$ cat config.mk
export PLATFORM = sky130hd
export DESIGN_NAME = mux21_rr_arbiter
export DESIGN_NICKNAME = d
export VERILOG_FILES = /design/src/rtl/mux21_rr_arbiter_pkg.sv /design/src/rtl/mux21_rr_arbiter_mux2.sv /design/src/rtl/mux21_rr_arbiter.sv
export SDC_FILE = /design/constraint.sdc
export NUM_CORES = 1
export LEC_CHECK = 0
export BUFFER_PORTS_ARGS = -buffer_cell sky130_fd_sc_hd__buf_2
export CAP_MARGIN = 20
export CORE_UTILIZATION = 44
export DETAILED_ROUTE_END_ITERATION = 8
export PLACE_DENSITY = 0.64
export SLEW_MARGIN = 20
export SYNTH_ARGS = -nofsm -noshare
export SYNTH_HDL_FRONTEND = slang
export SYNTH_SLANG_ARGS = --single-unit
export TNS_END_PERCENT = 20
$ cat constraint.sdc
create_clock -name clk -period 2.4 [get_ports clk]
set_clock_uncertainty 0.05 [all_clocks]
set_input_delay 0.12 -clock clk [delete_from_list [all_inputs] [get_ports clk]]
set_output_delay 0.12 -clock clk [all_outputs]
set_load 0.1 [all_outputs]
$ cat src/rtl/mux21_rr_arbiter_pkg.sv
// Shared definitions for the two-requester round-robin mux arbiter.
//   state_t           : arbiter FSM states (IDLE / grant to 0 / grant to 1)
//   DEFAULT_MAX_HOLD  : default fairness limit in consecutive contended cycles
package mux21_rr_arbiter_pkg;

  typedef enum logic [1:0] {
    IDLE = 2'd0,
    G0   = 2'd1,
    G1   = 2'd2
  } state_t;

  localparam int unsigned DEFAULT_MAX_HOLD = 4;

endpackage

$ cat src/rtl/mux21_rr_arbiter_mux2.sv
// Single-bit 2:1 mux cell.
//   i_a   : data selected when i_sel = 0
//   i_b   : data selected when i_sel = 1
//   i_sel : select
//   o_y   : selected data
module mux21_rr_arbiter_mux2 (
  input  logic i_a,
  input  logic i_b,
  input  logic i_sel,
  output logic o_y
);

  assign o_y = i_sel ? i_b : i_a;

endmodule

$ cat src/rtl/mux21_rr_arbiter.sv
// Two-requester round-robin arbiter sharing one 2:1 datapath mux.
//   clk       : rising-edge clock
//   rst_n     : asynchronous active-low reset
//   req[1:0]  : per-source request
//   in0, in1  : source data
//   gnt[1:0]  : one-hot grant, 00 = nobody
//   sel       : registered mux select (0 = in0, 1 = in1)
//   out       : registered muxed data
//   out_valid : out holds data from a granted, requesting source
// A holder that is contended for MAX_HOLD consecutive cycles is forced off
// the mux; an uncontended holder keeps it indefinitely.
module mux21_rr_arbiter
  import mux21_rr_arbiter_pkg::*;
#(
  parameter int unsigned WIDTH    = 1,
  parameter int unsigned MAX_HOLD = DEFAULT_MAX_HOLD
) (
  input  logic             clk,
  input  logic             rst_n,
  input  logic [1:0]       req,
  input  logic [WIDTH-1:0] in0,
  input  logic [WIDTH-1:0] in1,
  output logic [1:0]       gnt,
  output logic             sel,
  output logic [WIDTH-1:0] out,
  output logic             out_valid
);

  localparam int unsigned     HW       = $clog2(MAX_HOLD + 1);
  localparam logic [HW-1:0]   HOLD_LIM = HW'(MAX_HOLD - 1);

  state_t            r_state, w_state_nxt;
  logic [HW-1:0]     r_hold, w_hold_nxt;
  logic              r_last, w_last_nxt;
  logic              r_sel, w_sel_nxt;
  logic [WIDTH-1:0]  r_out;
  logic              r_out_valid;
  logic [WIDTH-1:0]  w_mux;
  logic              w_own_req;

  always_comb begin
    w_state_nxt = r_state;
    w_hold_nxt  = r_hold;
    w_last_nxt  = r_last;
    w_sel_nxt   = r_sel;

    unique case (r_state)
      IDLE: begin
        unique case (req)
          2'b01:   w_state_nxt = G0;
          2'b10:   w_state_nxt = G1;
          2'b11:   w_state_nxt = r_last ? G0 : G1;
          default: w_state_nxt = IDLE;
        endcase
      end
      G0: begin
        if (!req[0])                         w_state_nxt = req[1] ? G1 : IDLE;
        else if (req[1] && r_hold == HOLD_LIM) w_state_nxt = G1;
        else                                 w_hold_nxt = req[1] ? r_hold + 1'b1 : '0;
      end
      G1: begin
        if (!req[1])                         w_state_nxt = req[0] ? G0 : IDLE;
        else if (req[0] && r_hold == HOLD_LIM) w_state_nxt = G0;
        else                                 w_hold_nxt = req[0] ? r_hold + 1'b1 : '0;
      end
      default: w_state_nxt = IDLE;
    endcase

    // Entry into a grant state restarts the hold count and records the owner;
    // sel follows the owner and keeps its value through IDLE.
    if (w_state_nxt != r_state) begin
      if (w_state_nxt == G0) begin
        w_hold_nxt = '0;
        w_last_nxt = 1'b0;
        w_sel_nxt  = 1'b0;
      end else if (w_state_nxt == G1) begin
        w_hold_nxt = '0;
        w_last_nxt = 1'b1;
        w_sel_nxt  = 1'b1;
      end
    end
  end

  always_ff @(posedge clk or negedge rst_n) begin
    if (!rst_n) begin
      r_state <= IDLE;
      r_hold  <= '0;
      r_last  <= 1'b1;
      r_sel   <= 1'b0;
    end else begin
      r_state <= w_state_nxt;
      r_hold  <= w_hold_nxt;
      r_last  <= w_last_nxt;
      r_sel   <= w_sel_nxt;
    end
  end

  for (genvar b = 0; b < WIDTH; b++) begin : g_mux
    mux21_rr_arbiter_mux2 u_mux (
      .i_a   (in0[b]),
      .i_b   (in1[b]),
      .i_sel (r_sel),
      .o_y   (w_mux[b])
    );
  end

  assign w_own_req = ((r_state == G0) && req[0]) || ((r_state == G1) && req[1]);

  always_ff @(posedge clk or negedge rst_n) begin
    if (!rst_n) begin
      r_out       <= '0;
      r_out_valid <= 1'b0;
    end else begin
      r_out_valid <= w_own_req;
      if (w_own_req) r_out <= w_mux;
    end
  end

  assign gnt       = {r_state == G1, r_state == G0};
  assign sel       = r_sel;
  assign out       = r_out;
  assign out_valid = r_out_valid;

endmodule
# Yosys cells after proc, flatten, opt, wreduce, memory -nomap -nowiden
# Cells that the tools add are included.
[totals]
regBits = 9
wordCells = 46
in_bits = 6
[classes]
add_sub_neg = 1
reduce_logical = 8
eq_ne = 9
n_mux = 22
[op_table]
columns = ["op", "n"]
rows = [
  ["2-to-1 mux 3 bit", 9],
  ["2-to-1 mux 2 bit", 6],
  ["one-hot mux 2 bit (3 select lines)", 2],
  ["== test 2 bit, second input constant", 4],
  ["== test 2 x 1 -> 1 bit, second input constant", 3],
  ["one-hot mux 3 bit (2 select lines)", 1],
  ["logical AND 1 bit", 4],
  ["2-to-1 mux 1 bit", 4],
  ["adder 3 x 1 -> 3 bit, second input constant", 1],
  ["== test 3 x 2 -> 1 bit, second input constant", 1],
  ["zero test 2 bit", 1],
  ["inequality test 2 bit", 1],
  ["AND reduction 2 bit", 1],
  ["nonzero test 2 bit", 1],
  ["logical OR 1 bit", 1],
]

# Depth between registers and ports, before layout
[logic_depth]
depth_word = 9
depth_mapped = 10
mapped_depth_nobuf = 10

# Hierarchy
# Synthesis repeated with hierarchy kept, for this count alone.
[unflattened]
cells_unflattened = 67
hier_area_um2 = 676.9
[by_module_without_submodules]
columns = ["module", "n_inst", "cells_per_inst", "seq_area_each_um2", "area_each_um2"]
rows = [
  ["mux21_rr_arbiter", 1, 66, 226.5, 661.9],
  ["mux21_rr_arbiter_mux2", 1, 1, 0.0, 15.0],
]

# Worst setup path after synthesis
# Ideal clock, no wire load.
[synth_timing]
path_kind = "register -> register"
startpoint = "register r_state[0]"
endpoint = "register r_last"
n_path_buf = 0
setup_ns = 0.075
setup_slack_ns = -0.364
period_less_slack_ns = 2.764
path_stages_with_launch = 9
arrival_time_ns = 2.639
path_cell_list = "dfrtp_1 inv_1 ha_1 a22o_1 o21ai_2 a31o_4 ha_1 a21oi_2 mux2i_1"
[synth_via]
elab_cells_between_ends = 14
classes_between = "eq/ne: 5; mux: 6; reduce/logical: 3"
[synth_lines]
columns = ["item", "line", "text"]
rows = [
  ["start: declaration", "mux21_rr_arbiter.sv:32", "state_t r_state, w_state_nxt;"],
  ["start signal: assignment", "mux21_rr_arbiter.sv:91", "r_state <= w_state_nxt;"],
  ["== test 2 bit *", "--", ""],
  ["net gnt[1]", "mux21_rr_arbiter.sv:23", "output logic [1:0] gnt,"],
  ["one-hot mux 2 bit (3 select lines) *", "mux21_rr_arbiter.sv:47", "unique case (r_state)"],
  ["== test 2 x 1 -> 1 bit or == test 2 bit (tied branches)", "mux21_rr_arbiter.sv:72, mux21_rr_arbiter.sv:76", ""],
  ["nonzero test 2 bit (no source line)", "--", ""],
  ["AND reduction 2 bit (no source line)", "--", ""],
  ["end signal: assignment", "mux21_rr_arbiter.sv:93", "r_last <= w_last_nxt;"],
  ["end: declaration", "mux21_rr_arbiter.sv:34", "logic r_last, w_last_nxt;"],
]
# The timed path passes the listed nets; every way through them passes the cells marked *.
# A chain may end at the register's enable or synchronous reset.

# Final worst setup path
[layout_timing]
startpoint = "register r_state[1]"
endpoint = "register r_hold[1]"
[layout_via]
elab_cells_between_ends = 15
classes_between = "eq/ne: 5; mux: 9; reduce/logical: 1"
[layout_lines]
columns = ["item", "line", "text"]
rows = [
  ["== test 2 bit, or another cell as far along", "mux21_rr_arbiter.sv:47", ""],
  ["one-hot mux 2 bit (3 select lines) *", "mux21_rr_arbiter.sv:47", ""],
  ["net w_state_nxt[0]", "mux21_rr_arbiter.sv:32", ""],
  ["== test 2 bit", "mux21_rr_arbiter.sv:76", "end else if (w_state_nxt == G1) begin"],
  ["2-to-1 mux 3 bit", "mux21_rr_arbiter.sv:76", ""],
  ["2-to-1 mux 3 bit", "mux21_rr_arbiter.sv:72", "if (w_state_nxt == G0) begin"],
  ["2-to-1 mux 3 bit *", "mux21_rr_arbiter.sv:71", "if (w_state_nxt != r_state) begin"],
  ["net w_hold_nxt[1]", "mux21_rr_arbiter.sv:33", "logic [HW-1:0] r_hold, w_hold_nxt;"],
  ["end signal: assignment", "mux21_rr_arbiter.sv:92", "r_hold <= w_hold_nxt;"],
  ["end: declaration", "mux21_rr_arbiter.sv:33", ""],
]
# Marks and branches as above.

==> metrics.yaml <==
outcome:
  status: "finished, final reports clean"
synthesis:
  synthAdderAreaFrac_pct: 14.9
  yosysSeqAreaShare_pct: 33.7
  synth_cells: 69
  synth_top_family_by_area: "compound AO/OA/AOI/OAI gates"
  ys.flop_type: "dfrtp_1"
  synth_edf_count: 0
  async_flop_share_pct: 100
  synth.avg_cell_area_um2: 9.74
  synth_area_um2: 672
  synth-simple-area-share_pct: 15.1
  synthMuxAreaShare_pct: 4.47
  ys_ff_latch: 9
  yosysUniqueCellTypes: 24
  synth-warning-count: 0
  synth_xor_area_share_pct: 4.84
  synth_compound_gate_area_share_pct: 19.7
  synth_nets: 83
cts:
  h-tree-depth: 1
  cts_setup_buffers: 0
  cts.clk_slew.worst_paths_ns: 0.06
  cts_tree: "done"
  root_buffer: "clkbuf_4"
  clk_path_buf_depth: 2
  clkLatencyLatePin_ns: 0.26
  cts_sinks: 9
  cts_inserted_buffers: 3
routing:
  highest_layer: "met4"
  drtAntennaViolNets: 0
  drc: 0
  wl_met1_um: 540
  avgRoutedWirePerCell_um: 12.3
  drt_iter0_drc: 18
  vias: 530
  routed_via_density: 5.35
  dr_wl_met2_um: 593
  wl_um: 1220
  first_pass_iters: 4
  wl_met3_um: 69
worst_setup_path:
  crit_type: "reg2reg"
  cp_data_required_time_ns: 2.48
  critPathCaptureType: "flop"
  path_delay_family: "compound AO/OA/AOI/OAI gates"
  worst-path-buf-inv: 2
  worstPathCellList: "inv_1, ha_1, a22o_1, o21ai_2, a31o_4, inv_1, ha_1, nor2_1, a21oi_1, nor2_1"
  crit_fanout: 5
  start_kind: "flop"
  slowest_delay_ns: 0.45
  cp_slowest_cell: "dfrtp_1"
  critical_path_arrival_ns: 2.29
floorplanning:
  start_util_pct: 49.2
  fp-row-count: 13
  die_y_um: 41.1
  core_area_um2: 1370
  dieWidth_um: 41.1
  boundaryPins: 11
  die_area_um2: 1690
sta:
  finalSetupTns_ns: 0
  min_period_ns: 2.21
  fmax_mhz: 452
  tightest_slew_ns: 0.487
  period_share_pct: 92.1
  slew_violations: 0
  grt_setup_unrepaired: "false"
  final_hold_viol_count: 0
  timing.slew.headroom_pct: 67.7
  setup_viol: 0
flow_run:
  drv_cap: 0
placement:
  port_buffers: 10
  place.gp.congestion: 0.654
  post-dp-hpwl_um: 981
global_route:
  grt_overflow_total: 0
  grt_pass1_wl_um: 1880
  grt_max_degree: 10
  grt_pass1_vias: 453
  antenna_found_initial: 0
  gr-usage-all-layers_pct: 17.7
min_path:
  min_path_type: "in2reg"
layout:
  final_nets: 99
  num_antenna_cells: 0
  area_growth_pct: 18.8
  fin_util_pct: 58.4
  drive_gt1_share_pct: 28.6
## placed cells by master, fill, tap and decap left out, types with 2 or more instances in the layout
master and count:
mux2i_1 3, ha_1 6, inv_1 10, xnor2_2 2, clkbuf_4 3, a22oi_1 4, nand4_1 2, nand2_1 8
dfrtp_1 8, nor2_1 7, a21oi_1 3, buf_2 10, ha_4 2
## cell type report
class	instances	area (µm²)
clock buffers	4	26.3
inverters	10	37.5
flip-flops and latches	9	226
fillers	138	568
multi-input cells	49	422
well taps	15	18.8
repair buffers	12	67.6
## path summary, 6_finish.rpt
check | start | end | slack [ns] | cells past startpoint
worst max-delay path | r_state[1]$_DFF_PN0_ | r_hold[1]$_DFF_PN0_ | 0.19 | 10
worst min-delay path | in0 | out$_DFFE_PN0P_ | 0.11 | 3
max in group asynchronous | rst_n | r_last$_DFFE_PN1P_ | 1.88 | 2
min in group asynchronous | rst_n | r_state[1]$_DFF_PN0_ | 0.18 | 2
worst max register to register | r_state[1]$_DFF_PN0_ | r_hold[1]$_DFF_PN0_ | 0.19 | 10
worst min register to register | out$_DFFE_PN0P_ | out$_DFFE_PN0P_ | 0.43 | 2
## cell usage after synthesis, types with 2 or more instances
master	number	area [µm²]
inv_1	10	37.5
mux2i_1	3	30.0
xnor2_2	2	32.5
nand2_1	8	30.0
nor2_1	7	26.3
a22oi_1	4	30.0
ha_1	8	100
a21oi_1	3	15.0
nand4_1	2	12.5
dfrtp_1	8	200
## stage by stage
stage	worst slack [ns]	hold slack, ns	instances	cell area [µm²]
6_report	0.188	0.110	99	798
5_1_grt	0.0264	0.143	99	798
4_1_cts	0.195	0.109	99	798
3_5_place_dp	0.204	-0.0699	94	762
3_3_place_gp	0.236	-0.0725	94	762
2_1_floorplan	0.164	-0.226	69	697
## layer usage
layer / up-vias / global-route usage, %
li1: 267 / -
met1: 243 / 20.9
met2: 18 / 29.7
met3: 2 / 1.63
met4: 0 / 12.5
met5: - / 0
## kinds of logic after synthesis
| group | Yosys count |
|---|---|
| and+or+nand+nor | 21 |
| DFF | 9 |
| AOI/OAI and AO/OA | 15 |
| muxes | 3 |
| xor gates and xnor gates | 2 |
| buffers and inverters | 11 |
| adders and majority gates | 8 |
## tightest hold or removal path, delay by kind of cell
family,cells,cell delay (ns)
AOI/OAI and AO/OA,1,0.13
buffers and inverters,1,0.08
muxes,1,0.05
## state kept, by name, indices dropped and copies added (netlist names)
signal,count
out_valid,1
r_last,1
out,1
sel,1
r_state,2
r_hold,3
## repair_timing
item	in CTS	in global routing
hold endpoints to repair	9	0
resized for setup	0	0
hold buffers	1	0
Power is not shown: default switching activity piles up to over one toggle a cycle in this logic, so the estimate is an artifact.
